===== config.mk =====
export PLATFORM = sky130hd
export DESIGN_NAME = matmul_scheduler
export DESIGN_NICKNAME = d
export VERILOG_FILES = /design/src/rtl/matmul_scheduler.sv
export SDC_FILE = /design/constraint.sdc
export NUM_CORES = 1
export LEC_CHECK = 0
export CAP_MARGIN = 20
export CORE_AREA = 2 2 39 41
export DETAILED_ROUTE_END_ITERATION = 8
export DIE_AREA = 0 0 41 43
export PLACE_DENSITY = 0.69
export SLEW_MARGIN = 20
export SYNTH_ARGS = -nofsm -noshare
export SYNTH_HDL_FRONTEND = slang
export SYNTH_SLANG_ARGS = --single-unit

===== constraint.sdc =====
create_clock -name clock -period 3.7 [get_ports clock]
set_input_delay 0.555 -clock clock [delete_from_list [all_inputs] [get_ports clock]]
set_output_delay 0.555 -clock clock [all_outputs]
set_load 0.1 [all_outputs]

===== src/rtl/matmul_scheduler.sv =====
// Two-requester scheduler for a shared 2x2x2 multiply/accumulate datapath.
// Define MATMUL_SCHED_RR_EN for round-robin arbitration; fixed priority (req[0] first) otherwise.
module matmul_scheduler (
    input  logic       clock,
    input  logic       reset,
    input  logic [1:0] req,
    output logic [1:0] grant,
    output logic       busy,
    output logic       mult_en,
    output logic       acc_clr,
    output logic       acc_en,
    output logic [2:0] idx,
    output logic       wr_en,
    output logic [1:0] wr_addr,
    output logic [1:0] done
);

    typedef enum logic [1:0] {
        IDLE  = 2'd0,
        MAC   = 2'd1,
        STORE = 2'd2,
        DONE  = 2'd3
    } state_t;

    state_t     state_q;
    logic [2:0] cnt_q;
    logic       owner_q;
    logic       win_d;
    logic       owner_req;
    logic [1:0] owner_oh;

`ifdef MATMUL_SCHED_RR_EN
    logic last_q;

    // On contention the requester that was not served last wins.
    always_comb begin
        win_d = req[1];
        if (req == 2'b11) win_d = ~last_q;
    end
`else
    always_comb begin
        win_d = ~req[0];
    end
`endif

    assign owner_req = req[owner_q];
    assign owner_oh  = owner_q ? 2'b10 : 2'b01;

    always_ff @(posedge clock) begin
        if (reset) begin
            state_q <= IDLE;
            cnt_q   <= 3'd0;
            owner_q <= 1'b0;
`ifdef MATMUL_SCHED_RR_EN
            last_q  <= 1'b1;
`endif
        end else begin
            case (state_q)
                IDLE: begin
                    cnt_q <= 3'd0;
                    if (req != 2'b00) begin
                        owner_q <= win_d;
                        state_q <= MAC;
                    end
                end
                MAC: begin
                    // Owner withdrawing its request aborts the job outright.
                    if (!owner_req) begin
                        state_q <= IDLE;
                        cnt_q   <= 3'd0;
                    end else if (cnt_q == 3'd7) begin
                        state_q <= STORE;
                        cnt_q   <= 3'd0;
                    end else begin
                        cnt_q <= cnt_q + 3'd1;
                    end
                end
                STORE: begin
                    state_q <= owner_req ? DONE : IDLE;
                end
                DONE: begin
                    state_q <= IDLE;
`ifdef MATMUL_SCHED_RR_EN
                    last_q  <= owner_q;
`endif
                end
                default: begin
                    state_q <= IDLE;
                    cnt_q   <= 3'd0;
                end
            endcase
        end
    end

    // Products pair up as (k=0, k=1): even idx clears-and-loads, odd idx adds,
    // so each result element is ready to store one cycle after its odd product.
    always_comb begin
        grant   = 2'b00;
        busy    = 1'b0;
        mult_en = 1'b0;
        acc_en  = 1'b0;
        acc_clr = 1'b0;
        idx     = 3'd0;
        wr_en   = 1'b0;
        wr_addr = 2'b00;
        done    = 2'b00;
        case (state_q)
            MAC: begin
                grant   = owner_oh;
                busy    = 1'b1;
                mult_en = 1'b1;
                acc_en  = 1'b1;
                acc_clr = ~cnt_q[0];
                idx     = cnt_q;
                if (!cnt_q[0] && cnt_q != 3'd0) begin
                    wr_en   = 1'b1;
                    wr_addr = cnt_q[2:1] - 2'd1;
                end
            end
            STORE: begin
                grant   = owner_oh;
                busy    = 1'b1;
                wr_en   = 1'b1;
                wr_addr = 2'd3;
            end
            DONE: begin
                grant = owner_oh;
                busy  = 1'b1;
                done  = owner_oh;
            end
            default: ;
        endcase
    end

endmodule


==> impl_metrics.tcl <==
set metrics [dict create \
    internal-power_mw 0.1424 \
    rsz0062_at_grt "false" \
    core_area_sq_um 1384 \
    fin_util 0.5109 \
    ys_top_cells_by_area "dfxtp_1 (24%), ha_1 (20%), nor2_1 (6.8%)" \
    syn_avg_cell_area_sq_um 8.462 \
    ant_nets 0 \
    grt_pass1_wl_microns 1669 \
    p_clk_frac 0.227 \
    drv_cap 0 \
    synth_nets 71 \
    max_slew_margin 0.3464 \
    period_needed_ns 2.730 \
    powerDensity_nw_per_um2 384.0 \
    io_pins 18 \
    synthArstFlopShare 0 \
    p_total_mw 0.2715 \
    htreeDepth 1 \
    leakage_nw 0.3191 \
    whs_ns 0.4999 \
    place.gp.congestion 0.7289 \
    drive_gt1_frac 0.2597 \
    numCtsBuffers 3 \
    portBuffers 17 \
    ys_seq_area_frac 0.2406 \
    swShare 0.4753 \
    clkSlewWorstSetupHoldPaths_ns 0.05 \
    clk_latency_ns 0.25 \
    syn_inst 59 \
    cts_buffer_depth 2 \
    antenna_cells 0 \
    timing.rr.end "state_q[0]" \
    r2r_cells 5 \
    synth.largest_area_cell "dfxtp_1" \
    wl_per_cell_microns 11.03 \
    synth_most_common_cell "nor2_1" \
    vias_per_cell 5.011 \
    post_cts_buffers 0 \
    synth_enable_flop_cells 0 \
    dr.pass1.iters 4 \
    drc 0 \
    worst-r2r-setup-slack_ns 2.22 \
    cts_tree "done" \
    ctsResizeCount 0 \
    final_hold_viol_count 0 \
    synth_area_sq_um 499.2 \
    yosysUniqueCellTypes 24 \
    first_global_vias 404 \
    ir_worst_vdd_mv 0.2472 \
    crit_path_max_fanout 5 \
    routed_wl_microns 1026 \
    finClkSkew_ns 0.004752 \
    startpoint_type "register" \
    grtUsageTotal 0.1400 \
    setup_viol 0 \
    synth_seq_cells 6 \
    ys_top_cells_by_count "nor2_1 (9), ha_1 (8), dfxtp_1 (6)" \
    num_vias 466 \
    placed_area_sq_um 684.4 \
    overflow 0 \
    max_freq_mhz 366.4 \
    required_ns 3.14 \
    tightest_slew_ns 0.9774 \
    hold_class "reg -> reg" \
    clock-sinks 6 \
    startpoint "state_q[0]" \
    drv_slew 0 \
    ys_warn_count 0 \
    dieArea_sq_um 1763 \
    grt_max_degree 12 \
    initial_utilization 0.3608 \
    synth_top_area_share 0.2406 \
    critPathCaptureType "output port" \
    clockRootBuffer "clkbuf_4" \
    path_class "reg -> out" \
    r2r-start "cnt_q[1]" \
    rows 14 \
    status "completed" \
    die-width_microns 41 \
    final_cell_area_sq_um 706.9 \
    comb_power_share 0.507 \
    period_share 0.7377 \
    cts_hold_buffers 0 \
    setup_tns_ns 0 \
    p_seq_frac 0.266 \
    antenna_found_initial 0 \
    nNetsFinal 91 \
    syn2layout_area_growth_pct 41.60 \
    crit_arrival_ns 2.17 \
    p_sw_mw 0.1290 \
    crit_end "busy" \
    fp.dieH_microns 43 \
    synth_top_flop_cell "dfxtp_1" \
    drt_iter0_drc 8 \
    post-dp-hpwl_microns 815.1 \
]
[worst min-delay path by stage]
stage,slack (ns),end,cells past startpoint,start
after floorplan,0.46,cnt_q[0],2,cnt_q[0]
after global placement,0.50,cnt_q[0],2,cnt_q[0]
after detailed placement,0.50,cnt_q[0],2,cnt_q[0]
after CTS,0.50,cnt_q[0],2,cnt_q[0]
after global routing,0.57,cnt_q[0],2,cnt_q[0]
final,0.50,cnt_q[0],2,cnt_q[0]
[stage by stage]
stage / std cells / worst slack, ns
2_1_floorplan: 59 / 0.2430
3_3_place_gp: 90 / 1.227
3_5_place_dp: 90 / 1.239
4_1_cts: 93 / 0.9635
5_1_grt: 93 / 0.8886
6_report: 93 / 0.9705
[metal layers]
layer	track usage	share of wire	vias up
met3	0.01571	0.053	4
met4	0.1200	0.024	0
met5	0	0	-
met2	0.1938	0.47	16
met1	0.1818	0.45	210
li1	-	-	236
[power groups by stage]
stage	Clock [mW]	Combinational, mW	Sequential [mW]
3_3_place_gp	0	0.137	0.0736
4_1_cts	0.0638	0.138	0.0724
3_5_place_dp	0	0.138	0.0736
2_1_floorplan	0	0.113	0.0727
5_1_grt	0.0675	0.144	0.0731
6_report	0.0615	0.138	0.0723
[flip-flops by register name, summed over array words and instances (netlist names)]
signal / count
owner_q: 1
state_q: 2
cnt_q: 3
[critical path: stages (launching register included)]
cell and delay, ns:
dfxtp_1 0.35, inv_1 0.11, ha_1 0.27, inv_1 0.07, clkdlybuf4s50_1 1.12
[area by class of cell]
class	count	area (sq um)
clock buffer	3	22.52
timing repair buffer	17	147.6
sequential	6	120.1
tap	16	20.02
multi-input combinational	46	377.9
inverter	5	18.77
fill	127	676.9
[cell families after synthesis]
logic type,Yosys count,synth area share
AO/OA/AOI/OAI,10,0.1504
AND/OR/NAND/NOR,25,0.2782
XOR/XNOR,1,0.01755
flip-flops,6,0.2406
multiplexers,2,0.05262
adder cells (fa/ha/maj),8,0.2005
buffers and inverters,7,0.06015
[placed cells by master, fill, tap and decap left out, types with 2 or more instances in the layout]
master	instances
dfxtp_1	6
clkdlybuf4s50_1	8
and2b_1	2
clkbuf_4	3
nor2_1	9
a21oi_1	3
buf_4	9
nor3b_1	2
ha_1	7
inv_1	5
nor3b_4	2
and2_1	4
Power figures use the tool's default switching activity.
==> RTL edit 1: new RTL, config.mk and constraints unchanged <==
Re-encode `state_t` (4 states) as one-hot, 4 bits wide.
--- a/src/rtl/matmul_scheduler.sv
+++ b/src/rtl/matmul_scheduler.sv
@@ -15,11 +15,11 @@
     output logic [1:0] done
 );
 
-    typedef enum logic [1:0] {
-        IDLE  = 2'd0,
-        MAC   = 2'd1,
-        STORE = 2'd2,
-        DONE  = 2'd3
+    typedef enum logic [3:0] {
+        IDLE  = 4'b0001,
+        MAC   = 4'b0010,
+        STORE = 4'b0100,
+        DONE  = 4'b1000
     } state_t;
 
     state_t     state_q;
Behaviour: same outputs for any inputs over 10 cycles, from zero or initial values and one cycle with reset high; not proved beyond that.
==> RTL edit 1 against the unedited design <==
  * Global-route usage decreased by 0.70 points
  * Synthesized cell count is 10% higher
  * First-iteration DRC count fell by 25%
  * Area after synthesis grew 15%
  * Setup slack better by 0.18 ns
  * Sequential cell count increased by 2
  * Final cell count rose by 3.2%
  * Final area rose by 1.2%
  * Hold slack better by 0.040 ns
  * Clock skew decreased by 0.0022 ns
  * Routed wire length up 4.7%
  * Critical path type unchanged
  * Largest cell class unchanged
Power is not compared: it rests on default switching activity, and its combinational part moved more than twofold at a synthesized area within 25%.
==> RTL edit 1: results (changes against the unedited design) <==
status: "completed"  # unchanged
synth_common_cells: "8 x dfxtp_1, 5 x a21oi_1, 5 x nand3_1"  # was 9 x nor2_1, 8 x ha_1, 6 x dfxtp_1, 5 x inv_1
dp_cells: 93  # was 90
post_dp_cell_area_um2: 693  # was 684 µm²
place_congestion: 0.803  # was 0.729
synth_fp_nets: 72  # was 71
slowest_stage: "nor4b_4"  # was clkdlybuf4s50_1
hpwl_um: 828  # was 815 µm
synthTopCellsByArea: "dfxtp_1 28%, ha_1 6.5%, a21oi_1 4.3%"  # was dfxtp_1 24%, ha_1 20%, nor2_1 6.8%
grt_max_degree: 13  # was 12
drt_wl_total_mm: 1.07  # was 1.03 mm
fin_cells: 96  # was 93
arrival_ns: 2.00  # was 2.17 ns
synth_cell_type_count: 32  # was 24
grt_pass1_vias: 387  # was 404
dr.first_iter.drc_count: 6  # was 8
drive_gt1_share_pct: 27.5  # was 26.0%
antenna_cells: 0  # unchanged
avgViaCountPerCell: 5.11  # was 5.01
grt_usage_pct: 13.3  # was 14.0%
grt_pass1_wl_mm: 1.64  # was 1.67 mm
cpLargestDelayFamily: "simple AND/OR/NAND/NOR gates"  # was buffers and inverters
synth_cells: 65  # was 59
final_nets: 89  # was 91
skew_ns: 0.00254  # was 0.00475 ns
fill_cells: 142  # was 127
max_slew_margin_pct: 54.4  # was 34.6%
dp_slack_ns: 1.39  # was 1.24 ns
seq_area_frac_synth_pct: 27.8  # was 24.1%
RTL edit 1: cell count changes after synthesis, sizes merged, moves of 3 or more:
cell and change:
and2b -3, buf +4, ha -5, nand2 +3
nand3 +4, nor2 -7, nor3b -3, nor4b +3
o21ai +3
RTL edit 1: cell type report:
| cell class | count | area share [%] |
|---|---|---|
| multi-input combinational | 48 | 50.7 |
| inverter | 4 | 2.10 |
| clock buffer | 3 | 3.15 |
| sequential | 8 | 22.4 |
| tap | 16 | 2.80 |
| timing repair buffer | 17 | 18.9 |
RTL edit 1: metal layers:
layer	up-vias	global-route usage, %	share of wire (%)
met5	-	0	0
met3	2	1.57	3.0
met4	0	8.00	1.3
li1	265	-	-
met1	213	19.2	50
met2	11	18.1	46
RTL edit 1: path summary, 6_finish.rpt:
check | from | endpoint | slack, ns | depth (start not counted)
max | state_q[2] | wr_addr[0] | 1.15 | 4
max reg2reg | state_q[2] | state_q[0] | 2.09 | 3
min | cnt_q[2] | cnt_q[2] | 0.54 | 2
min reg2reg | cnt_q[2] | cnt_q[2] | 0.54 | 2
RTL edit 1: cell families (layout without fill, tap and decap cells):
family / Yosys count / in the layout / share of synthesized area, %
AO/OA/AOI/OAI: 14 / 14 / 15.7
buffers and inverters: 9 / 24 / 9.13
adder cells (fa/ha/maj): 3 / 3 / 6.52
XOR/XNOR: 2 / 2 / 3.04
AND/OR/NAND/NOR: 28 / 28 / 35.9
multiplexers: 1 / 1 / 1.96
flip-flops: 8 / 8 / 27.8
RTL edit 1: per-stage QoR:
step	util [%]	total power, mW
final	51.7	0.211
after global routing	51.7	0.222
after CTS	51.7	0.214
after detailed placement	50.1	0.149
after global placement	50.1	0.148
after floorplan	-	0.138
==> RTL edit 2: new RTL, same settings <==
Without the edit above. The option `MATMUL_SCHED_RR_EN` is turned on by a define.
--- a/src/rtl/matmul_scheduler.sv
+++ b/src/rtl/matmul_scheduler.sv
@@ -1,5 +1,7 @@
 // Two-requester scheduler for a shared 2x2x2 multiply/accumulate datapath.
 // Define MATMUL_SCHED_RR_EN for round-robin arbitration; fixed priority (req[0] first) otherwise.
+`define MATMUL_SCHED_RR_EN
+
 module matmul_scheduler (
     input  logic       clock,
     input  logic       reset,
Behaviour: same outputs for any inputs over 10 cycles, from zero or initial values and one cycle with reset high; that may be too few to reach the edited logic, so the function may still have changed.
==> RTL edit 2 against the unedited design <==
  * Final area is 6.5% higher
  * Total power is 5.3% higher
  * Sequential cell count is 1 higher
  * First-iteration DRC count is 63% lower
  * Largest cell class unchanged
  * Final cell count is 6.5% higher
  * Critical endpoint is now acc_en
  * Area after synthesis is 8.8% higher
  * Routed wire length is 1.3% higher
  * Via count is 3.9% higher
  * Setup slack worse by 0.00090 ns
==> RTL edit 2: results (changes against the unedited design) <==
status: "completed"  # unchanged
dr.pass1.iters: 2  # was 4
clkbuf_count: 4  # was 3
place_congestion: 0.743  # was 0.729
p_total_uw: 286  # was 271 µW
dp_cells: 95  # was 90
synth_cells: 65  # was 59
buffers_excl_clock: 17  # unchanged
regArea_um2: 140  # was 120 µm²
worstPathMaxFanout: 13  # was 5
hpwl_um: 801  # was 815 µm
critPathMaxStageDelay_ns: 1.17  # was 1.12 ns
avgViaCountPerCell: 4.89  # was 5.01
grt_max_degree: 14  # was 12
synthTopCellsByArea: "dfxtp_1 26%, ha_1 18%, nor3b_1 8.3%"  # was dfxtp_1 24%, ha_1 20%, nor2_1 6.8%
fin_hold_ws_ns: 0.464  # was 0.500 ns
final_nets: 96  # was 91
hold_end: "last_q"  # was cnt_q[0]
layout.comb_gates.multi_input: 49  # was 46
dr.first_iter.drc_count: 3  # was 8
buffer_area_share_pct: 19.3  # was 20.9%
leakage_nw: 0.337  # was 0.319 nW
skew_ns: 0.00150  # was 0.00475 ns
largestRegisters: "cnt_q: 3 flops, state_q: 2 flops"  # was cnt_q: 3 flops, state_q: 2 flops, owner_q: 1 flops
seq_area_frac_synth_pct: 25.8  # was 24.1%
clk_latency_ns: 0.25  # about the same
worstHoldStart: "last_q"  # was cnt_q[0]
fill_cells: 122  # was 127
ir_drop_v: 0.000308  # was 0.000247 V
drive_gt1_share_pct: 24.1  # was 26.0%
r2r-start: "state_q[0]"  # was cnt_q[1]
synth_common_cells: "11 x nor2_1, 8 x ha_1, 7 x dfxtp_1, 6 x inv_1, 6 x nor3b_1"  # was 9 x nor2_1, 8 x ha_1, 6 x dfxtp_1, 5 x inv_1
synth_fp_nets: 77  # was 71
clkPwrFrac_pct: 23.8  # was 22.7%
grt_pass1_vias: 403  # was 404
cts_sinks: 7  # was 6
whs_path_depth: 1  # was 2
multi_input_area_um2: 399  # was 378 µm²
p_sw_share_pct: 45.2  # was 47.5%
p_seq_uw: 83.0  # was 72.3 µW
clkTransAtPathRegs_ns: 0.05  # about the same
wl_per_cell_um: 10.5  # was 11.0 µm
grt_pass1_wl_mm: 1.64  # was 1.67 mm
r2r_slack_ns: 2.20  # was 2.22 ns
synth_cell_type_count: 23  # was 24
tightest_slew_ns: 0.968  # was 0.977 ns
inv_count: 6  # was 5
final-clk-cell-share_pct: 3.49  # was 3.19%
grt_usage_pct: 14.3  # was 14.0%
num_vias: 484  # was 466
==> RTL edit 2: cell count changes after synthesis, moves of 2 or more <==
cell / delta
and2b_1: -3
nor3b_1: +2
a21oi_1: -2
a31oi_1: +2
nor2_1: +2
nor2b_1: +2
==> RTL edit 2: critical path, delay by kind of cell, from the launching register on <==
kind	cells	cell delay (ns)
DFF	1	0.32
adders and majority gates	1	0.32
buffers and inverters	2	1.28
==> RTL edit 2: worst max path at each step <==
| stage | startpoint | endpoint | slack, ns | cells past startpoint |
|---|---|---|---|---|
| after floorplan | state_q[1] | wr_addr[0] | 0.15 | 6 |
| after global placement | state_q[1] | mult_en | 1.26 | 3 |
| after detailed placement | state_q[1] | acc_en | 1.23 | 3 |
| after CTS | state_q[1] | acc_en | 0.95 | 3 |
| after global routing | state_q[1] | acc_en | 0.88 | 3 |
| final | state_q[1] | acc_en | 0.97 | 3 |
==> RTL edit 2: per-stage QoR <==
stage                     setup slack, ns  cell area [µm²]
after CTS                           0.951              753
after global routing                0.879              753
after global placement               1.26              727
after detailed placement             1.23              727
after floorplan                     0.152              578
final                               0.970              753
==> RTL edit 2: per-layer routing <==
metal | share of wire (%) | wire length (µm) | global-route usage, % | vias up
met5 | 0 | 0 | 0 | -
met4 | 1.4 | 15 | 14.0 | 0
met2 | 43 | 445 | 18.8 | 17
met3 | 7.0 | 73 | 3.14 | 2
li1 | - | - | - | 253
met1 | 49 | 504 | 18.0 | 212
==> RTL edit 2: logic make-up after synthesis <==
| group | synth area share, % |
|---|---|
| DFF | 25.8 |
| adders and majority gates | 18.4 |
| muxes | 4.84 |
| and+or+nand+nor | 27.6 |
| AOI/OAI and AO/OA | 14.5 |
| xor gates and xnor gates | 1.61 |
| buffers and inverters | 7.14 |
